--- config.mk ---
export PLATFORM = sky130hd
export DESIGN_NAME = nic_flit_bridge
export DESIGN_NICKNAME = d
export VERILOG_FILES = /design/src/rtl/nic_flit_bridge.sv
export SDC_FILE = /design/constraint.sdc
export NUM_CORES = 1
export LEC_CHECK = 0
export ABC_AREA = 0
export CAP_MARGIN = 20
export CORE_MARGIN = 3
export CORE_UTILIZATION = 45
export DETAILED_ROUTE_END_ITERATION = 10
export GPL_TIMING_DRIVEN = 0
export PLACE_DENSITY = 0.68
export SYNTH_ARGS = -nofsm -noshare
export SYNTH_HDL_FRONTEND = slang
export SYNTH_SLANG_ARGS = --single-unit
--- constraint.sdc ---
create_clock -name clk -period 8.8 [get_ports clk]
set_input_delay 2.64 -clock clk [delete_from_list [all_inputs] [get_ports clk]]
set_output_delay 2.64 -clock clk [all_outputs]
set_load 0.02 [all_outputs]
--- src/rtl/nic_flit_bridge.sv ---
// nic_flit_bridge: packs CPU NIC words into NoC flits (TX) and unpacks FIFO-buffered flits into words (RX).
// Optional build macro NIC_BRIDGE_STATS_EN enables saturating flit counters; otherwise they read 0.
module nic_flit_bridge #(
    parameter int WORD_W         = 32,
    parameter int WORDS_PER_FLIT = 4,
    parameter int RX_DEPTH       = 4,
    parameter int CNT_W          = 16,
    localparam int FLIT_W        = WORD_W * WORDS_PER_FLIT
) (
    input  logic              clk,
    input  logic              rst_n,
    input  logic [WORD_W-1:0] cpu_tx,
    input  logic              cpu_tx_vld,
    output logic              cpu_tx_rdy,
    output logic [FLIT_W-1:0] flit_tx,
    output logic              flit_tx_vld,
    input  logic              flit_tx_rdy,
    input  logic [FLIT_W-1:0] flit_rx,
    input  logic              flit_rx_vld,
    output logic              flit_rx_rdy,
    output logic [WORD_W-1:0] cpu_rx,
    output logic              cpu_rx_vld,
    input  logic              cpu_rx_rdy,
    output logic [CNT_W-1:0]  tx_flit_cnt,
    output logic [CNT_W-1:0]  rx_flit_cnt
);

    // Handshake rule on every port pair: a beat moves on a rising edge where vld && rdy;
    // a raised vld keeps its data stable until that beat, and vld never waits on rdy.

    localparam int IDX_W = $clog2(WORDS_PER_FLIT);
    localparam int AW    = $clog2(RX_DEPTH);
    localparam int PTR_W = AW + 1;
    localparam logic [IDX_W-1:0] LAST_IDX = IDX_W'(WORDS_PER_FLIT - 1);

    typedef enum logic {
        FILL = 1'b0,
        SEND = 1'b1
    } tx_state_t;

    tx_state_t         tx_state;
    tx_state_t         tx_state_nxt;
    logic [IDX_W-1:0]  tx_idx;
    logic [FLIT_W-1:0] tx_buf;
    logic              tx_word_hs;

    always_comb begin
        tx_state_nxt = tx_state;
        cpu_tx_rdy   = 1'b0;
        flit_tx_vld  = 1'b0;
        case (tx_state)
            FILL: begin
                cpu_tx_rdy = 1'b1;
                if (cpu_tx_vld && (tx_idx == LAST_IDX)) begin
                    tx_state_nxt = SEND;
                end
            end
            SEND: begin
                flit_tx_vld = 1'b1;
                if (flit_tx_rdy) begin
                    tx_state_nxt = FILL;
                end
            end
            default: tx_state_nxt = FILL;
        endcase
    end

    always_ff @(posedge clk or negedge rst_n) begin
        if (!rst_n) begin
            tx_state <= FILL;
        end else begin
            tx_state <= tx_state_nxt;
        end
    end

    assign tx_word_hs = cpu_tx_vld && cpu_tx_rdy;
    assign flit_tx    = tx_buf;

    // Lanes are overwritten in order, so no clear is needed between flits.
    always_ff @(posedge clk or negedge rst_n) begin
        if (!rst_n) begin
            tx_idx <= '0;
            tx_buf <= '0;
        end else if (tx_word_hs) begin
            tx_buf[int'(tx_idx)*WORD_W +: WORD_W] <= cpu_tx;
            tx_idx <= (tx_idx == LAST_IDX) ? '0 : tx_idx + 1'b1;
        end
    end

    logic [FLIT_W-1:0] rx_mem [RX_DEPTH];
    logic [PTR_W-1:0]  wptr;
    logic [PTR_W-1:0]  rptr;
    logic [IDX_W-1:0]  ridx;
    logic [FLIT_W-1:0] rx_head;
    logic              rx_full;
    logic              rx_empty;
    logic              rx_push;
    logic              rx_word_hs;
    logic              rx_pop;

    // Extra pointer MSB tells a full FIFO from an empty one when the index bits match.
    assign rx_empty   = (wptr == rptr);
    assign rx_full    = (wptr[AW] != rptr[AW]) && (wptr[AW-1:0] == rptr[AW-1:0]);
    assign flit_rx_rdy = !rx_full;
    assign cpu_rx_vld  = !rx_empty;
    assign rx_push    = flit_rx_vld && !rx_full;
    assign rx_word_hs = cpu_rx_vld && cpu_rx_rdy;
    assign rx_pop     = rx_word_hs && (ridx == LAST_IDX);
    assign rx_head    = rx_mem[rptr[AW-1:0]];
    assign cpu_rx     = rx_empty ? '0 : rx_head[int'(ridx)*WORD_W +: WORD_W];

    always_ff @(posedge clk) begin
        if (rx_push) begin
            rx_mem[wptr[AW-1:0]] <= flit_rx;
        end
    end

    always_ff @(posedge clk or negedge rst_n) begin
        if (!rst_n) begin
            wptr <= '0;
            rptr <= '0;
            ridx <= '0;
        end else begin
            if (rx_push) begin
                wptr <= wptr + 1'b1;
            end
            if (rx_word_hs) begin
                ridx <= (ridx == LAST_IDX) ? '0 : ridx + 1'b1;
            end
            if (rx_pop) begin
                rptr <= rptr + 1'b1;
            end
        end
    end

`ifdef NIC_BRIDGE_STATS_EN
    logic [CNT_W-1:0] tx_cnt;
    logic [CNT_W-1:0] rx_cnt;
    logic             tx_flit_hs;

    assign tx_flit_hs = flit_tx_vld && flit_tx_rdy;

    // Counters stop at all-ones rather than wrapping.
    always_ff @(posedge clk or negedge rst_n) begin
        if (!rst_n) begin
            tx_cnt <= '0;
            rx_cnt <= '0;
        end else begin
            if (tx_flit_hs && (tx_cnt != '1)) begin
                tx_cnt <= tx_cnt + 1'b1;
            end
            if (rx_push && (rx_cnt != '1)) begin
                rx_cnt <= rx_cnt + 1'b1;
            end
        end
    end

    assign tx_flit_cnt = tx_cnt;
    assign rx_flit_cnt = rx_cnt;
`else
    assign tx_flit_cnt = '0;
    assign rx_flit_cnt = '0;
`endif

endmodule
==> results of run 1 <==
-- state kept, by name, summed over array words and instances (netlist names) --
signal and count:
flit_tx 128, wptr 3, rptr 3, ridx 2, tx_idx 2, rx_mem 512
tx_state 1
-- cell type report --
class	count	area (µm²)	share of cell area, %
clock inverters	41	397.9	1.242
inverters	6	22.52	0.07032
repair buffers	338	3535	11.04
flip-flops and latches	651	18850	58.87
clock buffers	83	1851	5.778
plain buffers	108	700.7	2.188
diodes	9	22.52	0.07032
multi-input cells	480	5708	17.82
well taps	748	935.9	2.922
-- metal layers --
layer	global-route usage [%]	up-vias
li1	-	5863
met1	26.02	7031
met2	34.79	563
met3	7.194	127
met4	6.418	24
met5	0	-
-- path summary, 6_finish.rpt --
check	start	to	slack, ns	cells after the start
worst max-delay path	rptr[0]$_DFFE_PN0P_	cpu_rx[3]	2.59	7
worst min-delay path	rptr[2]$_DFFE_PN0P_	rptr[2]$_DFFE_PN0P_	0.50	1
worst max register to register	rptr[0]$_DFFE_PN0P_	rx_mem[2][55]$_DFFE_PP_	6.25	6
worst min register to register	rptr[2]$_DFFE_PN0P_	rptr[2]$_DFFE_PN0P_	0.50	1
max in group asynchronous	rst_n	flit_tx[85]$_DFFE_PN0P_	5.93	2
min in group asynchronous	rst_n	flit_tx[6]$_DFFE_PN0P_	2.05	1
-- stage by stage --
| step | cells | utilization [%] | hold WS (ns) | cell area, µm² |
|---|---|---|---|---|
| floorplan | 1245 | - | 0.4604 | 25260 |
| global placement | 2322 | 53.43 | 0.4749 | 29490 |
| detailed placement | 2331 | 53.90 | 0.4855 | 29750 |
| CTS | 2455 | 57.98 | 0.4954 | 32000 |
| global route | 2456 | 57.98 | 0.5148 | 32010 |
| finish | 2464 | 58.02 | 0.4993 | 32030 |
-- power groups by stage --
stage / clock network [µW] / logic (µW) / registers [µW]
6_report: 2850 / 4700 / 4480
4_1_cts: 2910 / 4770 / 4480
5_1_grt: 3040 / 4970 / 4550
2_1_floorplan: 0 / 2440 / 4850
3_5_place_dp: 0 / 4740 / 4540
3_3_place_gp: 0 / 4620 / 4650
-- cell families after synthesis --
| kind of cell | share of synthesized area (%) |
|---|---|
| AO/OA/AOI/OAI | 6.826 |
| XOR/XNOR | 0.2438 |
| adder cells (fa/ha/maj) | 0.5473 |
| buffers and inverters | 2.876 |
| flip-flops | 74.97 |
| multiplexers | 12.88 |
| other | 0.01491 |
| AND/OR/NAND/NOR | 1.642 |
-- worst reg2reg max path: stages, from the launching register on --
cell and delay (ns):
dfrtp_1 0.38, buf_2 0.19, xnor2_1 0.16, nand3_1 0.21, and3_4 0.60, buf_16 0.31
buf_16 0.35
-- placed cells by master (no fill, tap or decap), types with 4 or more instances in the layout --
master	count
edfxtp_1	512
clkdlybuf4s50_1	328
dfrtp_1	139
a22o_1	128
mux4_2	124
clkbuf_16	70
buf_4	43
a211oi_1	42
mux2i_1	39
nor2b_1	35
clkbuf_1	32
conb_1	32
buf_2	26
a211oi_2	20
clkinv_2	15
buf_6	13
clkinv_1	12
ha_1	11
diode_2	9
nand2_1	9
buf_16	8
mux2_1	5
bufinv_16	5
clkbuf_8	5
inv_1	4
xnor2_1	4
and3_4	4
==> results.sh, run 1 <==
export IMPL_status="finished clean"
export IMPL_synth_area_leaders="edfxtp_1 61%, dfrtp_1 14%, mux4_2 11%"
export IMPL_finalPower_uw=12030
export IMPL_dpl_hpwl_um=41660
export IMPL_cts_setup_buffers=0
export IMPL_critical_path_class="reg -> out"
export IMPL_cts_hold_buf=0
export IMPL_finalSetupTns_ns=0
export IMPL_synth_most_common_cell="edfxtp_1"
export IMPL_arrival_ns=3.57
export IMPL_die_h_um=242.4
export IMPL_cts_max_path_buffers=3
export IMPL_io_pins=362
export IMPL_p_int_uw=7983
export IMPL_yosysTopAreaCellShare_pct=61.14
export IMPL_maxCapViolCount=0
export IMPL_first_iter_violations=1063
export IMPL_antenna_found_initial=20
export IMPL_switching_share_pct=33.65
export IMPL_synth_distinct_cells=37
export IMPL_seqPwrFrac_pct=37.2
export IMPL_cts_buffers=68
export IMPL_clkTransAtPathRegs_ns=0.06
export IMPL_maxSlewHeadroom_pct=36.10
export IMPL_finalWorstSetupSlack_ns=2.587
export IMPL_preCtsSetupSlack_ns=3.255
export IMPL_min_period_ns=6.213
export IMPL_p_comb_share_pct=39.1
export IMPL_vdd_ir_drop_max_mv=0.2863
export IMPL_yosysWarnings=0
export IMPL_powerDensity_nw_per_um2=375.7
export IMPL_totalWireLength_um=61250
export IMPL_worst_path_max_fanout=10
export IMPL_clk_insertion_delay_late_ns=0.61
export IMPL_yosys_area_top_type="edfxtp_1"
export IMPL_dieArea_um2=58760
export IMPL_tightest_slew_ns=0.9586
export IMPL_cts_resized=0
export IMPL_syn_area_per_cell_um2=20.71
export IMPL_cts_root_buffer="clkbuf_16"
export IMPL_wl_met3_um=5439
export IMPL_path_cells="buf_2 > buf_4 > buf_2 > buf_2 > a211oi_1 > a211oi_1 > clkdlybuf4s50_1"
export IMPL_synth_edf_count=512
export IMPL_avgRoutedWirePerCell_um=24.86
export IMPL_critPathSlowestCell="clkdlybuf4s50_1"
export IMPL_cts_tree="done"
export IMPL_layout_nets=1830
export IMPL_fp_dieW_um=242.4
export IMPL_core_area_um2=55200
export IMPL_grt_max_degree=74
export IMPL_grt_total_usage_pct=20.91
export IMPL_yosysSeqAreaShare_pct=74.97
export IMPL_grt_pass1_wl_um=92050
export IMPL_synth_area_um2=25150
export IMPL_drtPass1Iterations=5
export IMPL_crit_path_end_kind="output port"
export IMPL_synthTopCellsByCount="512 x edfxtp_1, 139 x dfrtp_1, 128 x a22o_1"
export IMPL_drv_slew=0
export IMPL_numPortBuffers=329
export IMPL_area_growth_pct=27.35
export IMPL_routed_via_count=13608
export IMPL_switching_power_uw=4049
export IMPL_grt_pass1_vias=14143
export IMPL_slowest_delay_ns=0.71
export IMPL_worst_path_most_repeated_cell="buf_2"
export IMPL_vias_per_cell=5.523
export IMPL_wl_met1_um=23670
export IMPL_setup_viol=0
export IMPL_critPathRequiredTime_ns=6.16
export IMPL_h_tree_depth=3
export IMPL_crit_family="buffers and inverters"
export IMPL_grt_setup_unrepaired="no"
export IMPL_syn_inst=1214
export IMPL_synth_top_flop_cell="edfxtp_1"
export IMPL_dr_max_layer_used="met5"
export IMPL_power_leakage_uw=0.01142
export IMPL_clock_power_share_pct=23.7
export IMPL_start_util_pct=45.56
export IMPL_cts_sinks=651
export IMPL_fill_cells=4096
export IMPL_clock_fmax_ghz=0.1610
export IMPL_final_setup_skew_ns=0.02503
export IMPL_worst_path_buf_inv=5
export IMPL_synth_seq_cells=651
export IMPL_synth_async_sr_flop_share_pct=21.35
export IMPL_startpoint_type="flip-flop"
export IMPL_gr_total_overflow=0
export IMPL_finalCritPeriodShare_pct=70.60
export IMPL_num_rows=86
export IMPL_drive_gt1_share_pct=20.56
export IMPL_drc=0
export IMPL_gp_congestion=0.8239
export IMPL_drtAntennaViolNets=0
export IMPL_hold_viol=0
export IMPL_hp_class="reg -> reg"
export IMPL_route_met2_wl_um=30280
Power figures use the tool's default switching activity.
==> run 2, diff against run 1 <==
clock period = 6 ns   (was 8.8 ns; I/O delays follow)
==> results of run 2 <==
Same layout as run 1 (identical final DEF). Status: finished clean.
Among the figures that moved: setup slack after placement 3.255 ns -> 1.295 ns; setup slack after layout 2.587 ns -> 0.6269 ns; register-to-register setup slack 6.25 ns -> 3.45 ns; total power 12030 µW -> 17650 µW; worst IR drop on VDD 0.2863 mV -> 0.4200 mV
==> run 3, diff against run 2 <==
CTS_CLUSTER_SIZE = 25   (was not set)
==> results of run 3 <==
Same layout as run 1 (identical final DEF). Status: finished clean.
Among the figures that moved: setup slack after placement 3.255 ns -> 1.295 ns; setup slack after layout 2.587 ns -> 0.6269 ns; register-to-register setup slack 6.25 ns -> 3.45 ns; total power 12030 µW -> 17650 µW; worst IR drop on VDD 0.2863 mV -> 0.4200 mV
==> RTL change, RTL diff (settings of run 2) <==
Change the parameter `WORD_W` from 32 to 64.
--- a/src/rtl/nic_flit_bridge.sv
+++ b/src/rtl/nic_flit_bridge.sv
@@ -2,5 +2,5 @@
 // Optional build macro NIC_BRIDGE_STATS_EN enables saturating flit counters; otherwise they read 0.
 module nic_flit_bridge #(
-    parameter int WORD_W         = 32,
+    parameter int WORD_W         = 64,
     parameter int WORDS_PER_FLIT = 4,
     parameter int RX_DEPTH       = 4,
Ports: changed (resized cpu_rx, cpu_tx, flit_rx and flit_tx); port bits go from 362 to 682. The function was not compared with the original's and may differ.
==> RTL change against run 2 <==
Utilization rose by 0.092 points. Synthesized area up 94%. Total power is 100% higher. Count of clock-buffer cells in the layout up 96. Routed wire length grew 120%. Clock skew down 0.0041 ns. Global-route usage grew 2.5 points. Setup slack got worse by 0.56 ns. Sequential cell count up 640. Largest power group unchanged. First-iteration DRC count grew 96%. Critical path depth down 1. Register-to-register slack worse by 0.44 ns. Final cell count increased by 89%. Highest routed layer unchanged. Final area increased by 95%. Critical endpoint is now cpu_rx[21].
==> RTL change: results <==
metrics = {
    "sta": {
        "hold_slack_ns": 0.486,
        "worst_pin_slew_ns": 0.985,
    },
    "global_route": {
        "antenna_found_initial": 47,
        "grt_use_total_pct": 23.4,
        "grt_pass1_wl_um": 191000,
        "grt_max_degree": 127,
    },
    "logic_synthesis": {
        "synth_xor_area_share_pct": 0.126,
        "avgSynthCellArea_sq_um": 21.5,
        "synthAdderAreaFrac_pct": 0.282,
        "synth.mux.area_fraction_pct": 14.2,
        "synth-edff-count": 1024,
        "synth_common_cells": "1024 x edfxtp_1, 267 x dfrtp_1, 256 x a22o_1, 236 x mux4_2, 158 x mux2i_1",
        "synth_cell_types": 34,
        "synth_compound_area_share_pct": 5.76,
        "ys_seq_area_share_pct": 76.8,
        "synth_area_leaders": "edfxtp_1 63%, dfrtp_1 14%, mux4_2 11%, a22o_1 4.6%, mux2i_1 3.2%",
    },
    "placed_design": {
        "port_buffers": 649,
        "placed_area_sq_um": 57700,
        "gp_congestion": 0.869,
        "dp_cells": 4376,
        "dp_hpwl_um": 92900,
    },
    "clocking": {
        "cts_inserted_buffers": 137,
        "clock_latency_ns": 0.73,
    },
    "critical_path": {
        "cp_data_arrival_time_ns": 4.14,
        "rrSetupSlack_ns": 3.01,
        "rr_worst_depth": 7,
        "rr_endpoint": "rx_mem[0][148]$_DFFE_PP_",
    },
    "cells_and_area": {
        "nets": 3449,
        "final_cells": 4651,
        "drive_gt1_share_pct": 18.9,
        "largest_register_ff_count": 1024,
    },
    "power": {
        "vdd_drop_max_mv": 0.340,
        "leakagePower_nw": 22.3,
        "p_sw_w": 0.0120,
    },
    "route": {
        "first_iter_violations": 2082,
        "firstDrtPassIters": 7,
        "vias": 26100,
        "finalWirelength_um": 133000,
    },
    "outcome": {
        "status": "completed",
    },
    "min_path": {
        "hold_start": "wptr[2]$_DFFE_PN0P_",
    },
}
[RTL change: routing by layer]
layer  vias to the layer above  wire length, um  GRT usage, %
met2                      1025            66400          38.8
met3                       243            11900          7.88
met5                         -              232             0
li1                      11200                -             -
met1                     13600            50700          28.9
met4                        36             3610          8.26
[RTL change: critical path, cell delays in order (launching register included)]
cell and delay [ns]:
dfrtp_1 0.34, buf_2 0.35, buf_2 0.42, buf_2 0.46, mux2i_1 0.77, o22ai_1 0.38, clkdlybuf4s50_1 0.65
[RTL change: power by group through the flow]
stage | Combinational [W] | Sequential, W | Clock (W)
CTS | 0.0141 | 0.0132 | 0.00856
floorplan | 0.00668 | 0.0143 | 0
detailed placement | 0.0140 | 0.0133 | 0
finish | 0.0139 | 0.0132 | 0.00839
global route | 0.0146 | 0.0134 | 0.00893
global placement | 0.0136 | 0.0136 | 0
[RTL change: cells by family (layout without fill, tap and decap cells)]
group                    count (synthesis)  in the layout
flip-flops                            1291           1291
multiplexers                           398            398
AO/OA/AOI/OAI                          343            343
buffers and inverters                  179           1097
AND/OR/NAND/NOR                         40             40
adder cells (fa/ha/maj)                 11             11
XOR/XNOR                                 7              7
other                                    1             61
[RTL change: worst max-delay path by stage]
stage	slack, ns	cells after the start	to	start
2_1_floorplan	0.62	1	rx_mem[3][0]$_DFFE_PP_	flit_rx_vld
3_3_place_gp	-7.70	1	flit_tx[87]$_DFFE_PN0P_	rst_n
3_5_place_dp	0.61	7	cpu_rx[63]	rptr[0]$_DFFE_PN0P_
4_1_cts	0.01	6	cpu_rx[21]	ridx[0]$_DFFE_PN0P_
5_1_grt	0.05	6	cpu_rx[21]	ridx[0]$_DFFE_PN0P_
6_report	0.06	6	cpu_rx[21]	ridx[0]$_DFFE_PN0P_
[RTL change: through the flow]
step / util, % / setup slack (ns)
6_report: 58.1 / 0.0620
5_1_grt: 58.1 / 0.0523
4_1_cts: 58.0 / 0.0125
3_5_place_dp: 53.8 / 0.607
3_3_place_gp: 53.3 / -7.70
2_1_floorplan: - / 0.625
[RTL change: cell type report]
type,instances,area (sq um)
Tap cell,1403,1760
Buffer,174,1100
Multi-Input combinational cell,831,10300
Sequential cell,1291,37400
Fill cell,7861,44900
Inverter,5,18.8
Clock buffer,179,3770
Timing Repair Buffer,672,7090
Clock inverter,67,714
Antenna cell,29,72.6
[RTL change: repair_timing]
action	in CTS	in global routing
endpoints found under the setup margin	2	4
hold buffers	0	0
gates resized for setup	3	2
buffers inserted	0	0
